**config.mk**
```make
export PLATFORM = sky130hd
export DESIGN_NAME = enc8b10b_ctrl
export DESIGN_NICKNAME = d
export VERILOG_FILES = /design/src/rtl/enc8b10b_ctrl.sv
export SDC_FILE = /design/constraint.sdc
export NUM_CORES = 1
export LEC_CHECK = 0
export BUFFER_PORTS_ARGS = -buffer_cell sky130_fd_sc_hd__buf_4
export CAP_MARGIN = 20
export CORE_MARGIN = 4
export CORE_UTILIZATION = 50
export CTS_BUF_LIST = sky130_fd_sc_hd__clkbuf_8
export CTS_CLUSTER_SIZE = 40
export DETAILED_ROUTE_END_ITERATION = 6
export PLACE_DENSITY = 0.71
export SLEW_MARGIN = 20
export SYNTH_ARGS = -nofsm -noshare
export SYNTH_HDL_FRONTEND = slang
export SYNTH_SLANG_ARGS = --single-unit
```
**constraint.sdc**
```tcl
create_clock -name clk -period 14.02 [get_ports clk]
set_clock_uncertainty 0.1 [all_clocks]
set_input_delay 0.701 -clock clk [delete_from_list [all_inputs] [get_ports clk]]
set_output_delay 0.701 -clock clk [all_outputs]
set_load 0.01 [all_outputs]
```
**src/rtl/enc8b10b_ctrl.sv**
```systemverilog
// 8b/10b encoder with post-reset K28.5 comma sync and a one-deep valid/ready output register.
// out_code is {a,b,c,d,e,i,f,g,h,j}; running disparity is carried in r_rd.
module enc8b10b_ctrl #(
  parameter int unsigned N_SYNC = 4
) (
  input  logic       clk,
  input  logic       rst_n,
  input  logic       in_valid,
  input  logic [7:0] in_data,
  input  logic       in_k,
  output logic       in_ready,
  output logic       out_valid,
  output logic [9:0] out_code,
  input  logic       out_ready,
  output logic       rd_out,
  output logic       sync_done,
  output logic       err_k
);
  localparam logic [7:0] L_SYNC_CNT = 8'(N_SYNC);
  localparam logic [7:0] L_K28_5    = 8'hBC;

  typedef enum logic {ST_SYNC = 1'b0, ST_DATA = 1'b1} state_t;

  state_t     r_state, w_state_next;
  logic [7:0] r_cnt, w_cnt_next;
  logic       r_out_valid, r_rd, r_err_k;
  logic [9:0] r_out_code;

  logic       w_load, w_accept, w_k_legal;
  logic [7:0] w_sym;
  logic       w_sym_k, w_err;
  logic [4:0] w_x;
  logic [2:0] w_y;
  logic [5:0] w_6b_neg, w_6b;
  logic [3:0] w_4b_neg, w_4b;
  logic       w_6b_flip, w_4b_flip, w_rd_mid, w_rd_next, w_alt7;

  assign w_load = !r_out_valid || out_ready;

  always_comb begin
    w_state_next = r_state;
    w_cnt_next   = r_cnt;
    in_ready     = 1'b0;
    case (r_state)
      ST_SYNC: begin
        if (w_load) begin
          w_cnt_next = r_cnt - 8'd1;
          if (r_cnt == 8'd1) w_state_next = ST_DATA;
        end
      end
      ST_DATA: in_ready = w_load;
      default: w_state_next = ST_SYNC;
    endcase
  end

  always_ff @(posedge clk or negedge rst_n) begin
    if (!rst_n) begin
      r_state <= ST_SYNC;
      r_cnt   <= L_SYNC_CNT;
    end else begin
      r_state <= w_state_next;
      r_cnt   <= w_cnt_next;
    end
  end

  assign w_accept  = in_ready && in_valid;
  assign w_k_legal = (in_data[4:0] == 5'd28) ||
                     ((in_data[7:5] == 3'd7) && ((in_data[4:0] == 5'd23) || (in_data[4:0] == 5'd27) ||
                                                 (in_data[4:0] == 5'd29) || (in_data[4:0] == 5'd30)));

  // Idle, sync and illegal-K all fall back to K28.5.
  always_comb begin
    w_sym   = L_K28_5;
    w_sym_k = 1'b1;
    w_err   = 1'b0;
    if (w_accept) begin
      if (in_k && !w_k_legal) begin
        w_err = 1'b1;
      end else begin
        w_sym   = in_data;
        w_sym_k = in_k;
      end
    end
  end

  assign w_x = w_sym[4:0];
  assign w_y = w_sym[7:5];

  always_comb begin
    w_6b_neg = 6'b000000;
    case (w_x)
      5'd0:  w_6b_neg = 6'b100111;  5'd1:  w_6b_neg = 6'b011101;
      5'd2:  w_6b_neg = 6'b101101;  5'd3:  w_6b_neg = 6'b110001;
      5'd4:  w_6b_neg = 6'b110101;  5'd5:  w_6b_neg = 6'b101001;
      5'd6:  w_6b_neg = 6'b011001;  5'd7:  w_6b_neg = 6'b111000;
      5'd8:  w_6b_neg = 6'b111001;  5'd9:  w_6b_neg = 6'b100101;
      5'd10: w_6b_neg = 6'b010101;  5'd11: w_6b_neg = 6'b110100;
      5'd12: w_6b_neg = 6'b001101;  5'd13: w_6b_neg = 6'b101100;
      5'd14: w_6b_neg = 6'b011100;  5'd15: w_6b_neg = 6'b010111;
      5'd16: w_6b_neg = 6'b011011;  5'd17: w_6b_neg = 6'b100011;
      5'd18: w_6b_neg = 6'b010011;  5'd19: w_6b_neg = 6'b110010;
      5'd20: w_6b_neg = 6'b001011;  5'd21: w_6b_neg = 6'b101010;
      5'd22: w_6b_neg = 6'b011010;  5'd23: w_6b_neg = 6'b111010;
      5'd24: w_6b_neg = 6'b110011;  5'd25: w_6b_neg = 6'b100110;
      5'd26: w_6b_neg = 6'b010110;  5'd27: w_6b_neg = 6'b110110;
      5'd28: w_6b_neg = 6'b001110;  5'd29: w_6b_neg = 6'b101110;
      5'd30: w_6b_neg = 6'b011110;  5'd31: w_6b_neg = 6'b101011;
      default: w_6b_neg = 6'b000000;
    endcase
    if (w_sym_k && (w_x == 5'd28)) w_6b_neg = 6'b001111;
  end

  // The RD+ column is the complement of RD- for unbalanced codes and for D.7 (111000/000111).
  assign w_6b_flip = ($countones(w_6b_neg) != 3) || (w_x == 5'd7);
  assign w_6b      = (r_rd && w_6b_flip) ? ~w_6b_neg : w_6b_neg;
  assign w_rd_mid  = ($countones(w_6b) == 3) ? r_rd : !r_rd;

  assign w_alt7 = w_rd_mid ? ((w_x == 5'd11) || (w_x == 5'd13) || (w_x == 5'd14))
                           : ((w_x == 5'd17) || (w_x == 5'd18) || (w_x == 5'd20));

  always_comb begin
    w_4b_neg  = 4'b0000;
    w_4b_flip = 1'b1;
    if (w_sym_k) begin
      case (w_y)
        3'd0: w_4b_neg = 4'b1011;  3'd1: w_4b_neg = 4'b0110;
        3'd2: w_4b_neg = 4'b1010;  3'd3: w_4b_neg = 4'b1100;
        3'd4: w_4b_neg = 4'b1101;  3'd5: w_4b_neg = 4'b0101;
        3'd6: w_4b_neg = 4'b1001;  3'd7: w_4b_neg = 4'b0111;
        default: w_4b_neg = 4'b0000;
      endcase
    end else begin
      case (w_y)
        3'd0: w_4b_neg = 4'b1011;
        3'd1: begin w_4b_neg = 4'b1001; w_4b_flip = 1'b0; end
        3'd2: begin w_4b_neg = 4'b0101; w_4b_flip = 1'b0; end
        3'd3: w_4b_neg = 4'b1100;
        3'd4: w_4b_neg = 4'b1101;
        3'd5: begin w_4b_neg = 4'b1010; w_4b_flip = 1'b0; end
        3'd6: begin w_4b_neg = 4'b0110; w_4b_flip = 1'b0; end
        3'd7: w_4b_neg = w_alt7 ? 4'b0111 : 4'b1110;
        default: w_4b_neg = 4'b0000;
      endcase
    end
  end

  assign w_4b      = (w_rd_mid && w_4b_flip) ? ~w_4b_neg : w_4b_neg;
  assign w_rd_next = ($countones(w_4b) == 2) ? w_rd_mid : !w_rd_mid;

  always_ff @(posedge clk or negedge rst_n) begin
    if (!rst_n) begin
      r_out_valid <= 1'b0;
      r_out_code  <= 10'b0;
      r_rd        <= 1'b0;
      r_err_k     <= 1'b0;
    end else if (w_load) begin
      r_out_valid <= 1'b1;
      r_out_code  <= {w_6b, w_4b};
      r_rd        <= w_rd_next;
      r_err_k     <= w_err;
    end
  end

  assign out_valid = r_out_valid;
  assign out_code  = r_out_code;
  assign rd_out    = r_rd;
  assign err_k     = r_err_k;
  assign sync_done = (r_state == ST_DATA);
endmodule

```
==> results.json, run 1 <==
{
  "drive_gt1_share_pct": 17.41,
  "clk_root_buffer_cell": "clkbuf_8",
  "yosysWarnings": 0,
  "tightestPinTransition_ns": 0.8917,
  "areaGrowthSynthToFinish_pct": 12.35,
  "leakage_nw": 1.088,
  "cts_buffer_depth": 2,
  "antenna_left": 0,
  "htree_levels": 1,
  "yosysTopAreaCell": "dfrtp_1",
  "hold_viol": 0,
  "arrival_ns": 10.66,
  "antenna_found_initial": 0,
  "routedWlPerCell_um": 14.83,
  "worst-endpoint-required_ns": 14.04,
  "setup_tns_ns": 0,
  "status": "finished clean",
  "critical_path.max_stage_delay_ns": 0.77,
  "end_kind": "register",
  "synth_edf_count": 0,
  "clkLatencyLatePin_ns": 0.26,
  "drt_first_pass_iters": 5,
  "grt-ovfl-total": 0,
  "wl_um": 4747,
  "crit_family": "adder cells",
  "crit_buf_inv": 7,
  "post_cts_buffers": 0,
  "dr.first_iter.drc_count": 179,
  "grt_usage_pct": 18.37,
  "die_height_um": 74.46,
  "hpwl_um": 3664,
  "syn_area_per_cell_um2": 8.763,
  "initial_core_util_pct": 53.29,
  "syn_nets": 288,
  "syn_area_um2": 2208,
  "start_kind": "primary input",
  "syn_inst": 252,
  "synth_cell_type_count": 61,
  "hp-class": "in -> async",
  "whs_ns": 0.2061,
  "ios": 28,
  "yosys.area.top_type_share_pct": 23.80,
  "final_nets": 307,
  "grt_pass1_wl_um": 8031,
  "fill_cells": 381,
  "fmax_ghz": 0.09392,
  "cts_resized": 0,
  "critPathKind": "in -> reg",
  "relSlewSlack_pct": 40.56,
  "gp_congestion": 0.8762,
  "grt_max_degree": 23,
  "num_antenna_cells": 0,
  "synth-seq-cells": 22,
  "period_share_pct": 75.95,
  "min_period_ns": 10.65,
  "grt_pass1_vias": 1696,
  "powerDensity_nw_per_um2": 208.5,
  "path_max_fanout": 14,
  "rsz0062_at_grt": "false",
  "ys_async_sr_fraction_pct": 100.0,
  "fp.coreArea_um2": 4144,
  "peakVddDrop_uv": 293.6,
  "synth.most_common_cell": "dfrtp_1",
  "ys_seq_area_share_pct": 24.99,
  "max_cap_violations": 0,
  "report.final.setup_viol": 0,
  "vias_per_cell": 6.003,
  "cts_tree": "yes",
  "die_area_um2": 5544,
  "synthFlopType": "dfrtp_1",
  "ctsHoldBuffers": 0,
  "dr_total_vias": 1921,
  "cts_made_buffers": 3,
  "portBuffers": 27,
  "cp_slowest_cell": "a211oi_2",
  "ys_top_cells_by_area": "dfrtp_1 (24%), ha_1 (9.6%), fa_1 (5.4%), xnor2_1 (4.8%), xor2_1 (3.6%)",
  "die_x_um": 74.46,
  "drc": 0,
  "clock_sinks": 22,
  "cts.clk_slew.worst_paths_ns": 0.08,
  "ys_top_cells_by_count": "dfrtp_1 (21), inv_1 (19), nand2_1 (18)",
  "rows": 23,
  "drv_slew": 0
}
## kinds of logic after synthesis
group / synth area share, %
AND/OR/NAND/NOR: 20.17
AO/OA/AOI/OAI: 20.23
buffers and inverters: 6.459
adder cells (fa/ha/maj): 15.07
flip-flops: 24.99
XOR/XNOR: 8.329
multiplexers: 4.589
other: 0.1698
## layout by cell type, fill, tap and decap left out, types with 2 or more instances in the layout
cell type / instances
a211oi_2: 2
a21o_1: 3
a21oi_1: 12
a311oi_1: 2
a31oi_1: 3
a32o_1: 2
and2_1: 4
buf_4: 28
clkbuf_8: 3
dfrtp_1: 21
fa_1: 6
ha_1: 17
inv_1: 19
mux2_2: 5
mux2i_1: 3
nand2_1: 18
nand2b_1: 3
nand3_1: 7
nand4_1: 3
nor2_1: 13
nor2b_1: 4
nor3_1: 13
nor4b_1: 2
o21ai_0: 12
o31ai_1: 6
o31ai_2: 2
or3_1: 6
xnor2_1: 12
xor2_1: 9
## registers in the layout, indices dropped and copies added (netlist names)
name and flops:
out_code 10, r_cnt 8, err_k 1, out_valid 1
rd_out 1, sync_done 1
## through the flow
| step | utilization (%) | instance area [µm²] | std cells | worst slack [ns] | power, mW |
|---|---|---|---|---|---|
| CTS | 59.87 | 2481 | 320 | 3.301 | 0.5242 |
| finish | 59.87 | 2481 | 320 | 3.372 | 0.5174 |
| floorplan | - | 2208 | 252 | 4.601 | 0.3792 |
| detailed placement | 58.15 | 2410 | 316 | 3.067 | 0.4606 |
| global placement | 58.15 | 2410 | 316 | 3.229 | 0.4540 |
| global route | 59.87 | 2481 | 320 | 2.569 | 0.5907 |
## layout make-up
class                      count  area (µm²)  area share (%)
clock buffer                   3       41.29           1.664
clock inverter                 1       30.03           1.210
inverter                      19       71.32           2.874
multi-input combinational    197        1514           61.02
sequential                    22       551.8           22.24
tap                           50       62.56           2.521
timing repair buffer          28       210.2           8.472
## per-layer routing
layer	GRT usage [%]	wire length, µm
met5	0	0
met4	2.964	23
met1	28.27	2229
met2	27.51	2209
met3	2.973	284
## power breakdown
group | leakage [nW] | internal (mW) | switching, mW
Sequential | 0.265 | 0.0842 | 0.0103
Clock | 0.0357 | 0.0381 | 0.0201
Combinational | 0.788 | 0.173 | 0.191
Total | 1.09 | 0.296 | 0.222
## path summary, 6_finish.rpt
check	start	end	slack (ns)	depth (start not counted)
worst max-delay path	out_ready	rd_out	3.37	38
worst min-delay path	rst_n	r_cnt[4]	0.21	1
worst max register to register	out_valid	rd_out	3.53	37
worst min register to register	r_cnt[5]	r_cnt[5]	0.36	1
max in group asynchronous	rst_n	r_cnt[2]	13.35	1
min in group clk	r_cnt[5]	r_cnt[5]	0.36	1
No activity file was read; power rests on OpenSTA's default activity.
==> run 2, diff against run 1 <==
--- a/config.mk
+++ b/config.mk
@@ -12,7 +12,7 @@
 export CTS_BUF_LIST = sky130_fd_sc_hd__clkbuf_8
 export CTS_CLUSTER_SIZE = 40
 export DETAILED_ROUTE_END_ITERATION = 6
-export PLACE_DENSITY = 0.71
+export PLACE_DENSITY = 0.74
 export SLEW_MARGIN = 20
 export SYNTH_ARGS = -nofsm -noshare
 export SYNTH_HDL_FRONTEND = slang
==> constraint.sdc (replaced) <==
create_clock -name clk -period 8.7 [get_ports clk]
set_clock_uncertainty 0.1 [all_clocks]
set_input_delay 0.435 -clock clk [delete_from_list [all_inputs] [get_ports clk]]
set_output_delay 0.435 -clock clk [all_outputs]
set_load 0.01 [all_outputs]
==> run 2 against run 1 <==
Effect of this change:
- non-clock buffer count rose by 37
- largest power group unchanged
- count of clock-buffer cells in the layout stayed put
- die area is the same
- critical path depth shrank 1
- first-iteration DRC count grew 26%
- critical path type unchanged
- flip-flop and latch count unchanged
- cell area increased by 20%
- power increased by 120%
- register-to-register slack lost 3.3 ns
- via count grew 9.2%
==> results.json, run 2 (same netlist as run 1, synthesis figures left out) <==
{
  "status": "finished clean",
  "hp-class": "reg -> reg",
  "end_kind": "register",
  "top_layer": "met4",
  "fmax_ghz": 0.1171,
  "clock_sinks": 22,
  "cts_tree": "yes",
  "final_nets": 344,
  "num_antenna_cells": 0,
  "drv_slew": 0,
  "cts.clk_slew.worst_paths_ns": 0.08,
  "wl_met1_um": 2432,
  "routedWlPerCell_um": 16.09,
  "die_x_um": 74.46,
  "start_kind": "primary input",
  "hold_viol": 0,
  "max_cap_violations": 0,
  "finalPower_mw": 1.137,
  "wl_met2_um": 2905,
  "die_area_um2": 5544,
  "drc": 0,
  "wl_met3_um": 323,
  "placed_cell_area_um2": 2646,
  "multi_input_area_um2": 1694,
  "whs_ns": 0.3792,
  "rows": 23,
  "drive_gt1_share_pct": 37.79,
  "period_share_pct": 98.13,
  "leakage_nw": 1.309,
  "final_common_cell": "buf_4",
  "cts_buffer_depth": 2,
  "largest_reg_flops": 10,
  "cp_common_cell": "fa_1",
  "fill_cells": 323,
  "arrival_ns": 8.59,
  "initial_core_util_pct": 53.29,
  "antenna_left": 0,
  "post-place-ws_ns": -0.2515,
  "portBuffers": 27,
  "tightestPinTransition_ns": 0.9130,
  "fin_util_pct": 71.62,
  "powerDensity_nw_per_um2": 383.1,
  "fp.coreArea_um2": 4144,
  "critical_path.max_stage_delay_ns": 0.58,
  "cp_slowest_cell": "fa_1",
  "grt_usage_pct": 21.00,
  "cts_made_buffers": 3,
  "drt_first_pass_iters": 4,
  "dr_total_vias": 2097,
  "clkLatencyLatePin_ns": 0.27,
  "path_max_fanout": 5,
  "worst-endpoint-required_ns": 8.75,
  "min_period_ns": 8.538,
  "critPathKind": "in -> reg",
  "most-common-layout-cells": "buf_4 (60), dfrtp_1 (21), nand2_1 (14)",
  "dr.first_iter.drc_count": 225,
  "report.final.setup_viol": 0,
  "grt_pass1_wl_um": 9294,
  "hpwl_um": 4097,
  "antenna_found_initial": 0,
  "clk_root_buffer_cell": "clkbuf_8",
  "ios": 28,
  "htree_levels": 1,
  "relSlewSlack_pct": 38.63,
  "vias_per_cell": 5.874,
  "grt_pass1_vias": 1950,
  "grt-ovfl-total": 0,
  "fin_ws_ns": 0.1624,
  "register_area_um2": 551.8,
  "gp_congestion": 0.9004,
  "die_height_um": 74.46,
  "wl_um": 5744,
  "grt_max_degree": 23,
  "fin_area_um2": 2968,
  "peakVddDrop_uv": 468.5,
  "areaGrowthSynthToFinish_pct": 34.39,
  "rsz0062_at_grt": "true"
}
-- run 2: worst paths after layout --
check / from / endpoint / slack [ns] / cells after the start
max: in_data[3] / rd_out / 0.16 / 37
min: r_cnt[7] / r_cnt[7] / 0.38 / 1
max reg2reg: out_valid / rd_out / 0.26 / 36
min reg2reg: r_cnt[7] / r_cnt[7] / 0.38 / 1
max in group asynchronous: rst_n / r_cnt[2] / 7.73 / 2
min in group asynchronous: rst_n / out_valid / 0.50 / 2
-- run 2: power breakdown --
group          switching, mW  total (mW)  internal [mW]  leakage (nW)
Clock                 0.0348      0.0963         0.0615        0.0357
Combinational          0.426       0.886          0.460          1.01
Sequential            0.0193       0.155          0.136         0.265
Total                  0.480        1.14          0.657          1.31
-- run 2: cell type report --
class,instances,share of cell area (%)
inverters,19,2.487
multi-input cells,197,57.08
clock buffers,3,1.391
repair buffers,65,17.33
well taps,50,2.108
clock inverters,1,1.012
flip-flops and latches,22,18.59
-- run 2: what timing repair did --
item                       in CTS  in global routing
hold buffers                    1                  0
hold endpoints to repair       21                  0
pin swaps                       0                 28
gates cloned                    0                  0
setup buffers                   0                  9
gates resized for setup         2                 39
setup endpoints to repair       1                  1
-- run 2: layer usage --
layer | vias up | global-route usage (%)
met2 | 78 | 34.54
met1 | 990 | 28.83
li1 | 1018 | -
met3 | 11 | 3.649
met4 | 0 | 4.941
met5 | - | 0
-- run 2: worst max-delay path, delay by kind of cell --
kind / cells / cell delay [ns]
XOR/XNOR: 5 / 0.79
AO/OA/AOI/OAI: 8 / 1.86
AND/OR/NAND/NOR: 3 / 0.53
adder cells (fa/ha/maj): 12 / 4.25
buffers and inverters: 9 / 0.69
-- run 2: per-stage QoR --
stage / instances / setup TNS [ns]
floorplan: 252 / 0
global placement: 343 / -0.03092
detailed placement: 343 / -0.2515
CTS: 348 / 0
global route: 357 / -0.1826
finish: 357 / 0
==> run 3, diff against run 2 <==
--- a/config.mk
+++ b/config.mk
@@ -7,12 +7,14 @@
 export LEC_CHECK = 0
 export BUFFER_PORTS_ARGS = -buffer_cell sky130_fd_sc_hd__buf_4
 export CAP_MARGIN = 20
+export CELL_PAD_IN_SITES_DETAIL_PLACEMENT = 1
+export CELL_PAD_IN_SITES_GLOBAL_PLACEMENT = 2
 export CORE_MARGIN = 4
-export CORE_UTILIZATION = 50
+export CORE_UTILIZATION = 30
 export CTS_BUF_LIST = sky130_fd_sc_hd__clkbuf_8
 export CTS_CLUSTER_SIZE = 40
 export DETAILED_ROUTE_END_ITERATION = 6
-export PLACE_DENSITY = 0.74
+export PLACE_DENSITY = 0.73
 export SLEW_MARGIN = 20
 export SYNTH_ARGS = -nofsm -noshare
 export SYNTH_HDL_FRONTEND = slang
==> run 3 against run 2 <==
Effect of this change:
- cell area rose by 2.3%
- worst setup slack improved by 0.065 ns
- register-to-register slack improved by 0.03 ns
- clock power fell by 25%
- power fell by 2.3%
- routed wire length rose by 8.9%
- via count fell by 2.5%
- sequential share of layout area fell by 0.41 points
- hold slack got worse by 0.014 ns
- flip-flop and latch count did not move
- non-clock buffer count rose by 2
- count of clock-buffer cells in the layout rose by 1
- largest power group unchanged
==> results.json, run 3 (same netlist as run 1, synthesis figures left out) <==
{
  "status": "finished clean",
  "routedWlPerCell_um": 15.33,
  "cts.clk_slew.worst_paths_ns": 0.08,
  "most-common-layout-cells": "buf_4 (62), dfrtp_1 (21), nand2_1 (14)",
  "grt_max_degree": 23,
  "powerDensity_nw_per_um2": 366.1,
  "r2r_slack_ns": 0.29,
  "period_share_pct": 97.39,
  "hpwl_um": 4916,
  "cp-endpoint": "rd_out",
  "reg2reg_depth": 37,
  "hp-class": "reg -> reg",
  "die_area_um2": 8798,
  "die_x_um": 93.80,
  "critPathKind": "in -> reg",
  "wl_um": 6254,
  "hold_viol": 0,
  "grt_usage_pct": 14.03,
  "dr_total_vias": 2044,
  "final_common_cell": "buf_4",
  "cp_common_cell": "fa_1",
  "drv_slew": 0,
  "portBuffers": 27,
  "clock_sinks": 22,
  "max_cap_violations": 0,
  "rows": 31,
  "path_max_fanout": 5,
  "final_nets": 346,
  "cts_tree": "yes",
  "critPathLaunch": "in_data[3]",
  "cts_made_buffers": 3,
  "initial_core_util_pct": 30.61,
  "report.final.setup_viol": 0,
  "min_period_ns": 8.473,
  "vias_per_cell": 5.010,
  "gp_congestion": 0.7542,
  "drc": 0,
  "critical_path.max_stage_delay_ns": 0.56,
  "worst-endpoint-required_ns": 8.79,
  "cp_slowest_cell": "fa_1",
  "dr.first_iter.drc_count": 88,
  "areaGrowthSynthToFinish_pct": 37.45,
  "die_height_um": 93.80,
  "end_kind": "register",
  "rsz0062_at_grt": "true",
  "peakVddDrop_uv": 263.8,
  "antenna_found_initial": 0,
  "relSlewSlack_pct": 36.05,
  "htree_levels": 1,
  "fp.coreArea_um2": 7214,
  "fmax_ghz": 0.1180,
  "drt_first_pass_iters": 4,
  "r2r-start": "out_valid",
  "arrival_ns": 8.56,
  "grt_pass1_vias": 2086,
  "largest_reg_flops": 10,
  "antenna_left": 0,
  "whs_path_depth": 1,
  "grt-ovfl-total": 0,
  "clkLatencyLatePin_ns": 0.26,
  "cts_buffer_depth": 2,
  "ios": 28,
  "tightestPinTransition_ns": 0.9513,
  "fin_util_pct": 42.07,
  "whs_ns": 0.3653,
  "drive_gt1_share_pct": 38.51,
  "finalPower_mw": 1.111,
  "num_antenna_cells": 0,
  "grt_pass1_wl_um": 10180,
  "start_kind": "primary input",
  "leakage_nw": 1.316,
  "reg2reg_to": "rd_out",
  "clk_root_buffer_cell": "clkbuf_8"
}
==> run 3: routing by layer <==
layer / vias to the layer above / global-route usage, % / share of wire [%]
met5: - / 0 / 0
met4: 0 / 1.925 / 0.40
met3: 2 / 1.362 / 2.1
met2: 21 / 24.07 / 50
met1: 1008 / 19.52 / 47
li1: 1013 / - / -
==> run 3: critical path, delay by kind of cell <==
family / cells / cell delay [ns]
adders and majority gates: 12 / 4.23
buffers and inverters: 7 / 0.40
AOI/OAI and AO/OA: 8 / 1.84
and+or+nand+nor: 6 / 0.94
xor gates and xnor gates: 5 / 0.73
==> run 3: power breakdown <==
part / internal, mW / leakage [nW] / switching (mW)
registers: 0.136 / 0.265 / 0.0191
logic: 0.467 / 1.02 / 0.417
clock network: 0.0403 / 0.0288 / 0.0321
total: 0.643 / 1.32 / 0.468
==> run 3: worst min path at each step <==
stage,from,endpoint,slack (ns)
CTS,r_cnt[5],r_cnt[5],0.37
global route,r_cnt[5],r_cnt[5],0.39
finish,r_cnt[5],r_cnt[5],0.37
floorplan,rst_n,err_k,0.04
detailed placement,rst_n,out_code[8],0.25
global placement,rst_n,r_cnt[0],0.25
==> run 3: final cells by class <==
class	count	area (µm²)
tap	99	123.9
multi-input combinational	197	1710
clock buffer	4	55.05
timing repair buffer	67	520.5
inverter	19	73.82
sequential	22	551.8
fill	886	4179
==> run 3: what timing repair did <==
action,CTS,global route
setup endpoints to repair,0,1
endpoints found under the hold margin,21,0
resized for setup,0,42
buffers inserted,0,7
hold buffers,1,0
==> run 3: through the flow <==
stage	cells	cell area, µm²	setup slack [ns]	TNS, ns
global placement	396	2738	0.03951	0
global route	408	3035	-0.1794	-0.1794
CTS	401	2803	0.002989	0
floorplan	252	2242	0.01675	0
finish	408	3035	0.2271	0
detailed placement	396	2738	-0.2062	-0.2062
